### config.mk
export PLATFORM = sky130hd
export DESIGN_NAME = rv32_mem_arbiter_flat
export DESIGN_NICKNAME = d
export VERILOG_FILES = /design/src/rtl/rv32_mem_arbiter_pkg.sv /design/src/rtl/rv32_mem_arbiter_if.sv /design/src/rtl/rv32_mem_arbiter_pick.sv /design/src/rtl/rv32_mem_arbiter.sv /design/src/flat_wrapper.sv
export SDC_FILE = /design/constraint.sdc
export NUM_CORES = 1
export LEC_CHECK = 0
export CAP_MARGIN = 10
export CORE_MARGIN = 2
export CORE_UTILIZATION = 29
export DETAILED_ROUTE_END_ITERATION = 10
export HOLD_SLACK_MARGIN = 0.12
export PLACE_DENSITY_LB_ADDON = 0.05
export SYNTH_ARGS = -nofsm -noshare
export SYNTH_HDL_FRONTEND = slang
export SYNTH_SLANG_ARGS = --single-unit
export TNS_END_PERCENT = 30
### constraint.sdc
create_clock -name clk -period 1.6 [get_ports clk]
set_input_delay 0.16 -clock clk [delete_from_list [all_inputs] [get_ports clk]]
set_output_delay 0.16 -clock clk [all_outputs]
set_load 0.02 [all_outputs]
### src/rtl/rv32_mem_arbiter_pkg.sv
// Shared types for the two-port memory arbiter.
package mem_arb_types;

    typedef enum logic [0:0] {
        ARB_IDLE = 1'b0,
        ARB_WAIT = 1'b1
    } arb_state_t;

    // Index of a requesting port (0 = core, 1 = loader/debug)
    typedef logic arb_port_t;

    localparam int ARB_NPORTS = 2;

endpackage

### src/rtl/rv32_mem_arbiter_if.sv
// Bus bundle between the two requesters, the arbiter and the memory macro.
// slave  : arbiter view (consumes requests and read data, drives grants and memory controls)
// master : requester/memory view
interface rv32_mem_arbiter_if #(
    parameter int ADDR_W = 32
) ();
    logic              m0_req;
    logic              m0_we;
    logic [ADDR_W-1:0] m0_addr;
    logic [31:0]       m0_wdata;
    logic              m0_gnt;
    logic              m0_rvalid;

    logic              m1_req;
    logic              m1_we;
    logic [ADDR_W-1:0] m1_addr;
    logic [31:0]       m1_wdata;
    logic              m1_gnt;
    logic              m1_rvalid;

    logic [31:0]       rdata;
    logic              busy;

    logic [ADDR_W-1:0] mem_addr;
    logic [31:0]       mem_wr_data;
    logic              mem_wr_ena;
    logic [31:0]       mem_rd_data;

    modport slave (
        input  m0_req, m0_we, m0_addr, m0_wdata,
        input  m1_req, m1_we, m1_addr, m1_wdata,
        input  mem_rd_data,
        output m0_gnt, m0_rvalid, m1_gnt, m1_rvalid,
        output rdata, busy, mem_addr, mem_wr_data, mem_wr_ena
    );

    modport master (
        output m0_req, m0_we, m0_addr, m0_wdata,
        output m1_req, m1_we, m1_addr, m1_wdata,
        output mem_rd_data,
        input  m0_gnt, m0_rvalid, m1_gnt, m1_rvalid,
        input  rdata, busy, mem_addr, mem_wr_data, mem_wr_ena
    );
endinterface

### src/rtl/rv32_mem_arbiter_pick.sv
// Combinational winner selection for the two-port memory arbiter.
// ARB_ROUND_ROBIN_EN: when defined, simultaneous requests go to the port not
// granted last; otherwise port 0 has priority unless the starvation guard fires.
module mem_arb_pick
    import mem_arb_types::*;
(
    input  logic [ARB_NPORTS-1:0] req,
`ifdef ARB_ROUND_ROBIN_EN
    input  arb_port_t             last_gnt,
`else
    input  logic                  hold_max,
`endif
    output arb_port_t             winner,
    output logic                  grant_valid
);

    // Pick one requester from the current request vector
    always_comb begin
        winner      = 1'b0;
        grant_valid = 1'b0;
        case (req)
            2'b00: begin
                winner      = 1'b0;
                grant_valid = 1'b0;
            end
            2'b01: begin
                winner      = 1'b0;
                grant_valid = 1'b1;
            end
            2'b10: begin
                winner      = 1'b1;
                grant_valid = 1'b1;
            end
            2'b11: begin
`ifdef ARB_ROUND_ROBIN_EN
                winner      = ~last_gnt;
`else
                winner      = hold_max;
`endif
                grant_valid = 1'b1;
            end
            default: begin
                winner      = 1'b0;
                grant_valid = 1'b0;
            end
        endcase
    end

endmodule

### src/rtl/rv32_mem_arbiter.sv
// Two-port arbiter sharing one synchronous-read memory between the core
// (port 0) and a loader/debug master (port 1). Writes finish in the grant
// cycle; a read holds the arbiter until its data returns.
// ARB_ROUND_ROBIN_EN: alternate on contention instead of port-0 priority with
// the MAX_HOLD starvation guard.
module rv32_mem_arbiter
    import mem_arb_types::*;
#(
    parameter int READ_LATENCY = 1,
    parameter int MAX_HOLD     = 4,
    parameter int ADDR_W       = 32
) (
    input  logic               clk,
    input  logic               rst,
    rv32_mem_arbiter_if.slave  bus
);

    localparam logic [1:0] LAT_INIT = 2'(READ_LATENCY - 1);

    arb_state_t        state_r;
    arb_state_t        state_nxt_s;
    arb_port_t         owner_r;
    logic [1:0]        lat_cnt_r;
    logic [ADDR_W-1:0] rd_addr_r;

    logic [ARB_NPORTS-1:0] req_vec_s;
    arb_port_t         pick_winner_s;
    logic              pick_valid_s;
    logic [ADDR_W-1:0] sel_addr_s;
    logic [31:0]       sel_wdata_s;
    logic              sel_we_s;

    logic              gnt0_s;
    logic              gnt1_s;
    logic              rvalid0_s;
    logic              rvalid1_s;
    logic              busy_s;
    logic [ADDR_W-1:0] mem_addr_s;
    logic [31:0]       mem_wr_data_s;
    logic              mem_wr_ena_s;

    assign req_vec_s = {bus.m1_req, bus.m0_req};

`ifdef ARB_ROUND_ROBIN_EN
    arb_port_t last_gnt_r;

    // Remember which port received the most recent grant
    always_ff @(posedge clk) begin
        if (rst) begin
            last_gnt_r <= 1'b0;
        end else if (gnt0_s || gnt1_s) begin
            last_gnt_r <= gnt1_s;
        end else begin
            last_gnt_r <= last_gnt_r;
        end
    end

    mem_arb_pick u_pick (
        .req         (req_vec_s),
        .last_gnt    (last_gnt_r),
        .winner      (pick_winner_s),
        .grant_valid (pick_valid_s)
    );
`else
    localparam int HOLD_W = $clog2(MAX_HOLD + 1);
    localparam logic [HOLD_W-1:0] HOLD_MAX_V = HOLD_W'(MAX_HOLD);

    logic [HOLD_W-1:0] hold_cnt_r;
    logic              hold_max_s;

    assign hold_max_s = (hold_cnt_r == HOLD_MAX_V);

    // Count port-0 grants taken while port 1 waits; saturates at MAX_HOLD
    always_ff @(posedge clk) begin
        if (rst) begin
            hold_cnt_r <= '0;
        end else if (gnt1_s || !bus.m1_req) begin
            hold_cnt_r <= '0;
        end else if (gnt0_s && !hold_max_s) begin
            hold_cnt_r <= hold_cnt_r + HOLD_W'(1);
        end else begin
            hold_cnt_r <= hold_cnt_r;
        end
    end

    mem_arb_pick u_pick (
        .req         (req_vec_s),
        .hold_max    (hold_max_s),
        .winner      (pick_winner_s),
        .grant_valid (pick_valid_s)
    );
`endif

    // Route the winning port's request fields toward the memory
    always_comb begin
        sel_addr_s  = bus.m0_addr;
        sel_wdata_s = bus.m0_wdata;
        sel_we_s    = bus.m0_we;
        if (pick_winner_s) begin
            sel_addr_s  = bus.m1_addr;
            sel_wdata_s = bus.m1_wdata;
            sel_we_s    = bus.m1_we;
        end else begin
            sel_addr_s  = bus.m0_addr;
            sel_wdata_s = bus.m0_wdata;
            sel_we_s    = bus.m0_we;
        end
    end

    // FSM state register
    always_ff @(posedge clk) begin
        if (rst) begin
            state_r <= ARB_IDLE;
        end else begin
            state_r <= state_nxt_s;
        end
    end

    // Next state and all handshake/memory outputs; reset forces everything quiet
    always_comb begin
        state_nxt_s   = state_r;
        gnt0_s        = 1'b0;
        gnt1_s        = 1'b0;
        rvalid0_s     = 1'b0;
        rvalid1_s     = 1'b0;
        busy_s        = 1'b0;
        mem_addr_s    = '0;
        mem_wr_data_s = 32'h0;
        mem_wr_ena_s  = 1'b0;
        if (rst) begin
            state_nxt_s = ARB_IDLE;
        end else begin
            case (state_r)
                ARB_IDLE: begin
                    if (pick_valid_s) begin
                        gnt0_s        = ~pick_winner_s;
                        gnt1_s        = pick_winner_s;
                        mem_addr_s    = sel_addr_s;
                        mem_wr_data_s = sel_wdata_s;
                        mem_wr_ena_s  = sel_we_s;
                        if (sel_we_s) begin
                            state_nxt_s = ARB_IDLE;
                        end else begin
                            state_nxt_s = ARB_WAIT;
                        end
                    end else begin
                        state_nxt_s = ARB_IDLE;
                    end
                end
                ARB_WAIT: begin
                    busy_s     = 1'b1;
                    mem_addr_s = rd_addr_r;
                    if (lat_cnt_r == 2'd0) begin
                        rvalid0_s   = ~owner_r;
                        rvalid1_s   = owner_r;
                        state_nxt_s = ARB_IDLE;
                    end else begin
                        state_nxt_s = ARB_WAIT;
                    end
                end
                default: begin
                    state_nxt_s = ARB_IDLE;
                end
            endcase
        end
    end

    // Read bookkeeping: owner, remaining latency and the held read address
    always_ff @(posedge clk) begin
        if (rst) begin
            owner_r   <= 1'b0;
            lat_cnt_r <= 2'd0;
            rd_addr_r <= '0;
        end else if ((gnt0_s || gnt1_s) && !sel_we_s) begin
            owner_r   <= pick_winner_s;
            lat_cnt_r <= LAT_INIT;
            rd_addr_r <= sel_addr_s;
        end else if (state_r == ARB_WAIT && lat_cnt_r != 2'd0) begin
            lat_cnt_r <= lat_cnt_r - 2'd1;
        end else begin
            lat_cnt_r <= lat_cnt_r;
        end
    end

    assign bus.m0_gnt      = gnt0_s;
    assign bus.m1_gnt      = gnt1_s;
    assign bus.m0_rvalid   = rvalid0_s;
    assign bus.m1_rvalid   = rvalid1_s;
    assign bus.busy        = busy_s;
    assign bus.mem_addr    = mem_addr_s;
    assign bus.mem_wr_data = mem_wr_data_s;
    assign bus.mem_wr_ena  = mem_wr_ena_s;
    assign bus.rdata       = bus.mem_rd_data;

endmodule

### src/flat_wrapper.sv
// flat-port wrapper written by rule: the top's interface ports become plain ports
module rv32_mem_arbiter_flat import mem_arb_types::*;
#(
    parameter int READ_LATENCY = 1,
    parameter int MAX_HOLD     = 4,
    parameter int ADDR_W       = 32
)
  (clk, rst, bus_m0_req, bus_m0_we, bus_m0_addr, bus_m0_wdata, bus_m1_req, bus_m1_we, bus_m1_addr, bus_m1_wdata, bus_mem_rd_data, bus_m0_gnt, bus_m0_rvalid, bus_m1_gnt, bus_m1_rvalid, bus_rdata, bus_busy, bus_mem_addr, bus_mem_wr_data, bus_mem_wr_ena);
  rv32_mem_arbiter_if #(.ADDR_W(ADDR_W)) bus_i ();
  input  logic clk;
  input  logic rst;
  input wire logic [$bits(bus_i.m0_req)-1:0] bus_m0_req;
  input wire logic [$bits(bus_i.m0_we)-1:0] bus_m0_we;
  input wire logic [$bits(bus_i.m0_addr)-1:0] bus_m0_addr;
  input wire logic [$bits(bus_i.m0_wdata)-1:0] bus_m0_wdata;
  input wire logic [$bits(bus_i.m1_req)-1:0] bus_m1_req;
  input wire logic [$bits(bus_i.m1_we)-1:0] bus_m1_we;
  input wire logic [$bits(bus_i.m1_addr)-1:0] bus_m1_addr;
  input wire logic [$bits(bus_i.m1_wdata)-1:0] bus_m1_wdata;
  input wire logic [$bits(bus_i.mem_rd_data)-1:0] bus_mem_rd_data;
  output wire logic [$bits(bus_i.m0_gnt)-1:0] bus_m0_gnt;
  output wire logic [$bits(bus_i.m0_rvalid)-1:0] bus_m0_rvalid;
  output wire logic [$bits(bus_i.m1_gnt)-1:0] bus_m1_gnt;
  output wire logic [$bits(bus_i.m1_rvalid)-1:0] bus_m1_rvalid;
  output wire logic [$bits(bus_i.rdata)-1:0] bus_rdata;
  output wire logic [$bits(bus_i.busy)-1:0] bus_busy;
  output wire logic [$bits(bus_i.mem_addr)-1:0] bus_mem_addr;
  output wire logic [$bits(bus_i.mem_wr_data)-1:0] bus_mem_wr_data;
  output wire logic [$bits(bus_i.mem_wr_ena)-1:0] bus_mem_wr_ena;
  assign bus_i.m0_req = bus_m0_req;
  assign bus_i.m0_we = bus_m0_we;
  assign bus_i.m0_addr = bus_m0_addr;
  assign bus_i.m0_wdata = bus_m0_wdata;
  assign bus_i.m1_req = bus_m1_req;
  assign bus_i.m1_we = bus_m1_we;
  assign bus_i.m1_addr = bus_m1_addr;
  assign bus_i.m1_wdata = bus_m1_wdata;
  assign bus_i.mem_rd_data = bus_mem_rd_data;
  assign bus_m0_gnt = bus_i.m0_gnt;
  assign bus_m0_rvalid = bus_i.m0_rvalid;
  assign bus_m1_gnt = bus_i.m1_gnt;
  assign bus_m1_rvalid = bus_i.m1_rvalid;
  assign bus_rdata = bus_i.rdata;
  assign bus_busy = bus_i.busy;
  assign bus_mem_addr = bus_i.mem_addr;
  assign bus_mem_wr_data = bus_i.mem_wr_data;
  assign bus_mem_wr_ena = bus_i.mem_wr_ena;
  rv32_mem_arbiter #(.READ_LATENCY(READ_LATENCY), .MAX_HOLD(MAX_HOLD), .ADDR_W(ADDR_W)) u_core (.clk(clk), .rst(rst), .bus(bus_i));
endmodule
==> summary.txt <==
Min path
  • Hold_sp: bus_mem_rd_data[13]
  • Hold Path Depth: 0
  • Class of the most critical hold timing path: in -> out

Global route
  • Overflow left after global routing: 0
  • Via count of the first global-routing pass: 3908
  • Antenna violations before repair: 0
  • GRT Resource Usage Total: 21.6%
  • Pin count of the biggest net entering global routing: 34
  • First-pass GRT wire length: 19.7 mm

Clocking
  • CTS tree: built
  • Cts bufs inserted: 5
  • Largest buffer count on any clock path: 2
  • Depth of the CTS H-tree: 2
  • Clock root buffer: sky130_fd_sc_hd__clkbuf_8
  • Hold buffer count at CTS: 0
  • Clock Sinks: 39
  • Latest clock arrival within the worst-skew pair: 300 ps
  • Clock Pin Slew Worst Setup and Hold Paths: 80 ps

Setup path
  • Startpoint type of the worst setup path: register
  • Cell repeated most along the worst path: sky130_fd_sc_hd__buf_12
  • Ordered cell list for the critical path: inv_2, ha_4, a21bo_4, nand2_8, buf_12, buf_12, mux2i_4, o21ai_4, buf_6
  • Endpoint kind of the worst setup timing path: output port
  • Cell type of the slowest stage on the worst timing path: sky130_fd_sc_hd__dfxtp_2
  • Category of the critical setup timing path: reg -> out
  • Data arrival time of the critical path: 1930 ps
  • Delay of the slowest cell on the worst path: 340 ps
  • Worst r2r src: u_core.hold_cnt_r[0]
  • Worst Setup SP: u_core.hold_cnt_r[1]
  • Required time worst endpoint: 1440 ps
  • FF-to-FF path depth: 10
  • Highest fanout seen on the critical path: 6

Finish
  • Layout overhead on the synthesized area: 136%
  • Net count, final: 823
  • Area taken by flip-flops and latches: 787 sq um
  • Fraction of layout instances using a drive strength above 1: 57.7%
  • Filler cell count in the final layout: 811
  • Diode insertion count for antenna repair: 0
  • Footprint of the multi-input gates: 0.00304 sq mm
  • Post-route cell area: 0.00717 sq mm

Synth
  • Area share of xor/xnor cells in the synthesized design: 0%
  • Avg Inst Size Synth: 7.33 sq um
  • Biggest area consumer among synthesized cells: sky130_fd_sc_hd__dfxtp_1
  • Post-synthesis adder-cell area fraction: 1.24%
  • Main flop type after synthesis: sky130_fd_sc_hd__dfxtp_1
  • Cell with the most instances after synthesis: sky130_fd_sc_hd__nand2_1
  • Netlist area before placement: 0.00303 sq mm
  • Compound-gate portion of the synthesized area: 26.7%
  • Count of different cell masters after synthesis: 26
  • Net count of the mapped netlist: 583
  • Async set-reset flop share out of synthesis: 0%
  • Synth top area cells: sky130_fd_sc_hd__dfxtp_1 (26%), sky130_fd_sc_hd__a211oi_2 (13%), sky130_fd_sc_hd__nand2_1 (13%)
  • Number of synthesized flops with an enable pin: 0
  • Post-synthesis share of cell area spent on and, or, nand and nor gates: 20.7%
  • Part of the Yosys area used for sequential elements: 25.7%
  • Combinational family with the most area after synthesis: compound AO/OA/AOI/OAI gates
  • Cells after synthesis: 414
  • Synth Warn #: 0
  • Area share of the leading cell type in the synthesized netlist: 25.7%
  • List of most frequent post-synthesis cells: sky130_fd_sc_hd__nand2_1 (104), sky130_fd_sc_hd__nor2_1 (40), sky130_fd_sc_hd__dfxtp_1 (39), sky130_fd_sc_hd__a21oi_1 (38), sky130_fd_sc_hd__o21ai_0 (36)
  • Number of flip-flops and latches in the synthesized netlist: 39
  • Mux contribution to synthesized area: 10.6%

Floorplan
  • Placeable core area: 0.0102 sq mm
  • Top-level I/O count: 268
  • Initial cell density of the core: 29.7%
  • Die Outline Area: 0.0113 sq mm
  • Die H: 106 um
  • Site Rows: 37
  • Floorplan die width: 106 um

Timing
  • Max Slew Vio Count: 0
  • Clock skew after layout: 7.05 ps
  • Worst-case setup margin in the final layout: -489 ps
  • Final Hold Viols: 0
  • Unrepaired setup endpoints after global routing: true
  • Final Critical Period: 2090 ps
  • Top achievable clock speed: 479 MHz
  • Worst relative slew slack: 75.9%
  • Final worst path period share: 131%
  • Setup violation total in the final timing report: 102
  • Worst slew pin tran: 362 ps

Placed design
  • DP Area: 0.00639 sq mm
  • Placer Congestion: 0.747
  • Final HPWL from detailed placement: 9.26 mm
  • Port-buffer cells: 203

Routing
  • Vias per std cell: 4.81
  • Wire length reported by the detailed router: 12.8 mm
  • Routed metal-1 wirelength: 5.07 mm
  • Wire length on met2: 6.82 mm
  • Overall via count from detail_route: 3808
  • First drt pass iteration count: 4
  • Top routing layer used: met4
  • First-iteration detailed-routing DRC count: 99
  • Wire length per cell: 16.2 um
  • Routed met3 length: 816 um
  • Number of remaining DRC errors: 0
  • DRT antenna net count: 0

Power and ir drop
  • Worst-case vdd ir drop: 0.392 mV
  • Power Total: 4020 uW
  • Static leakage: 0.00269 uW
  • Pwr/cell area: 560 mW/mm^2

Job
  • Number of max-cap violations: 0

Run status
  • Outcome: finished, violations left
  • Violations in the final reports: setup timing
==> sequential cells by signal, indices dropped and copies added, names as in the netlist <==
register / cells
u_core.owner_r: 1
u_core.hold_cnt_r: 3
u_core.lat_cnt_r: 2
u_core.rd_addr_r: 32
u_core.state_r: 1
==> placed cells by master, fill, tap and decap left out, types with 4 or more instances in the layout <==
cell | synthesis | final
sky130_fd_sc_hd__o21ai_1 | 0 | 4
sky130_fd_sc_hd__buf_2 | 7 | 9
sky130_fd_sc_hd__mux2i_4 | 0 | 31
sky130_fd_sc_hd__nand2_1 | 104 | 70
sky130_fd_sc_hd__nand2_4 | 0 | 6
sky130_fd_sc_hd__buf_12 | 0 | 16
sky130_fd_sc_hd__nor2_2 | 0 | 24
sky130_fd_sc_hd__o21ai_4 | 0 | 16
sky130_fd_sc_hd__a211oi_2 | 32 | 32
sky130_fd_sc_hd__buf_6 | 6 | 61
sky130_fd_sc_hd__o21ai_2 | 0 | 13
sky130_fd_sc_hd__nand2_2 | 0 | 27
sky130_fd_sc_hd__a21oi_2 | 0 | 5
sky130_fd_sc_hd__a21oi_4 | 0 | 29
sky130_fd_sc_hd__clkdlybuf4s50_1 | 0 | 132
sky130_fd_sc_hd__buf_4 | 35 | 77
sky130_fd_sc_hd__clkbuf_8 | 0 | 6
sky130_fd_sc_hd__nor2_1 | 40 | 16
sky130_fd_sc_hd__dfxtp_1 | 39 | 36
sky130_fd_sc_hd__a21oi_1 | 38 | 4
==> final timing paths <==
kind / to / slack [ps]
worst max register to register: u_core.rd_addr_r[0] / -230
worst min register to register: u_core.lat_cnt_r[1] / 520
worst min-delay path: bus_rdata[13] / 320
worst max-delay path: bus_mem_addr[13] / -490
==> per-layer routing <==
layer | global-route usage, % | up-vias
met3 | 4.48 | 20
met5 | 0 | -
li1 | - | 1863
met2 | 41.0 | 147
met4 | 3.95 | 0
met1 | 25.0 | 1778
==> final cells by class <==
type | count | share of cell area [%]
multi-input cells | 304 | 42.4
inverters | 5 | 0.262
clock buffers | 6 | 1.15
flip-flops and latches | 39 | 11.0
repair buffers | 299 | 42.3
well taps | 136 | 2.37
clock inverters | 2 | 0.541
==> stage by stage <==
step	cells	setup TNS (ps)	setup slack (ps)	hold slack [ps]	utilization, %
global placement	754	-71250	-886	320	62.4
floorplan	414	-5590	-145	318	-
detailed placement	754	-74650	-927	320	62.4
global route	791	-38780	-566	320	70.1
CTS	774	-33660	-542	320	66.4
finish	791	-31740	-489	320	70.1
==> cell families after synthesis <==
kind of cell / after synthesis
and+or+nand+nor: 158
AOI/OAI and AO/OA: 110
buffers and inverters: 72
DFF: 39
muxes: 32
adders and majority gates: 3
==> what timing repair did <==
action | 4_1_cts | 5_1_grt
gates cloned | 3 | 1
buffers inserted | 9 | 18
resized for setup | 419 | 76
endpoints found under the setup margin | 106 | 106
pin swaps | 16 | 28
==> report_power, final <==
group | switching [uW] | internal [uW] | leakage [uW] | total (uW)
registers | 41.5 | 1040 | 0.000321 | 1080
logic | 942 | 1110 | 0.00231 | 2060
clock network | 372 | 513 | 0.0000618 | 885
total | 1350 | 2660 | 0.00269 | 4020
==> worst max-delay path: cells and delay by family, from the launching register on <==
family / cells / cell delay, ps
buf+inv: 4 / 420
flops: 1 / 340
compound gates: 2 / 340
mux: 1 / 240
fa+ha+maj: 1 / 150
simple gates: 1 / 140
Note: power is estimated with default switching activity, not from simulation.
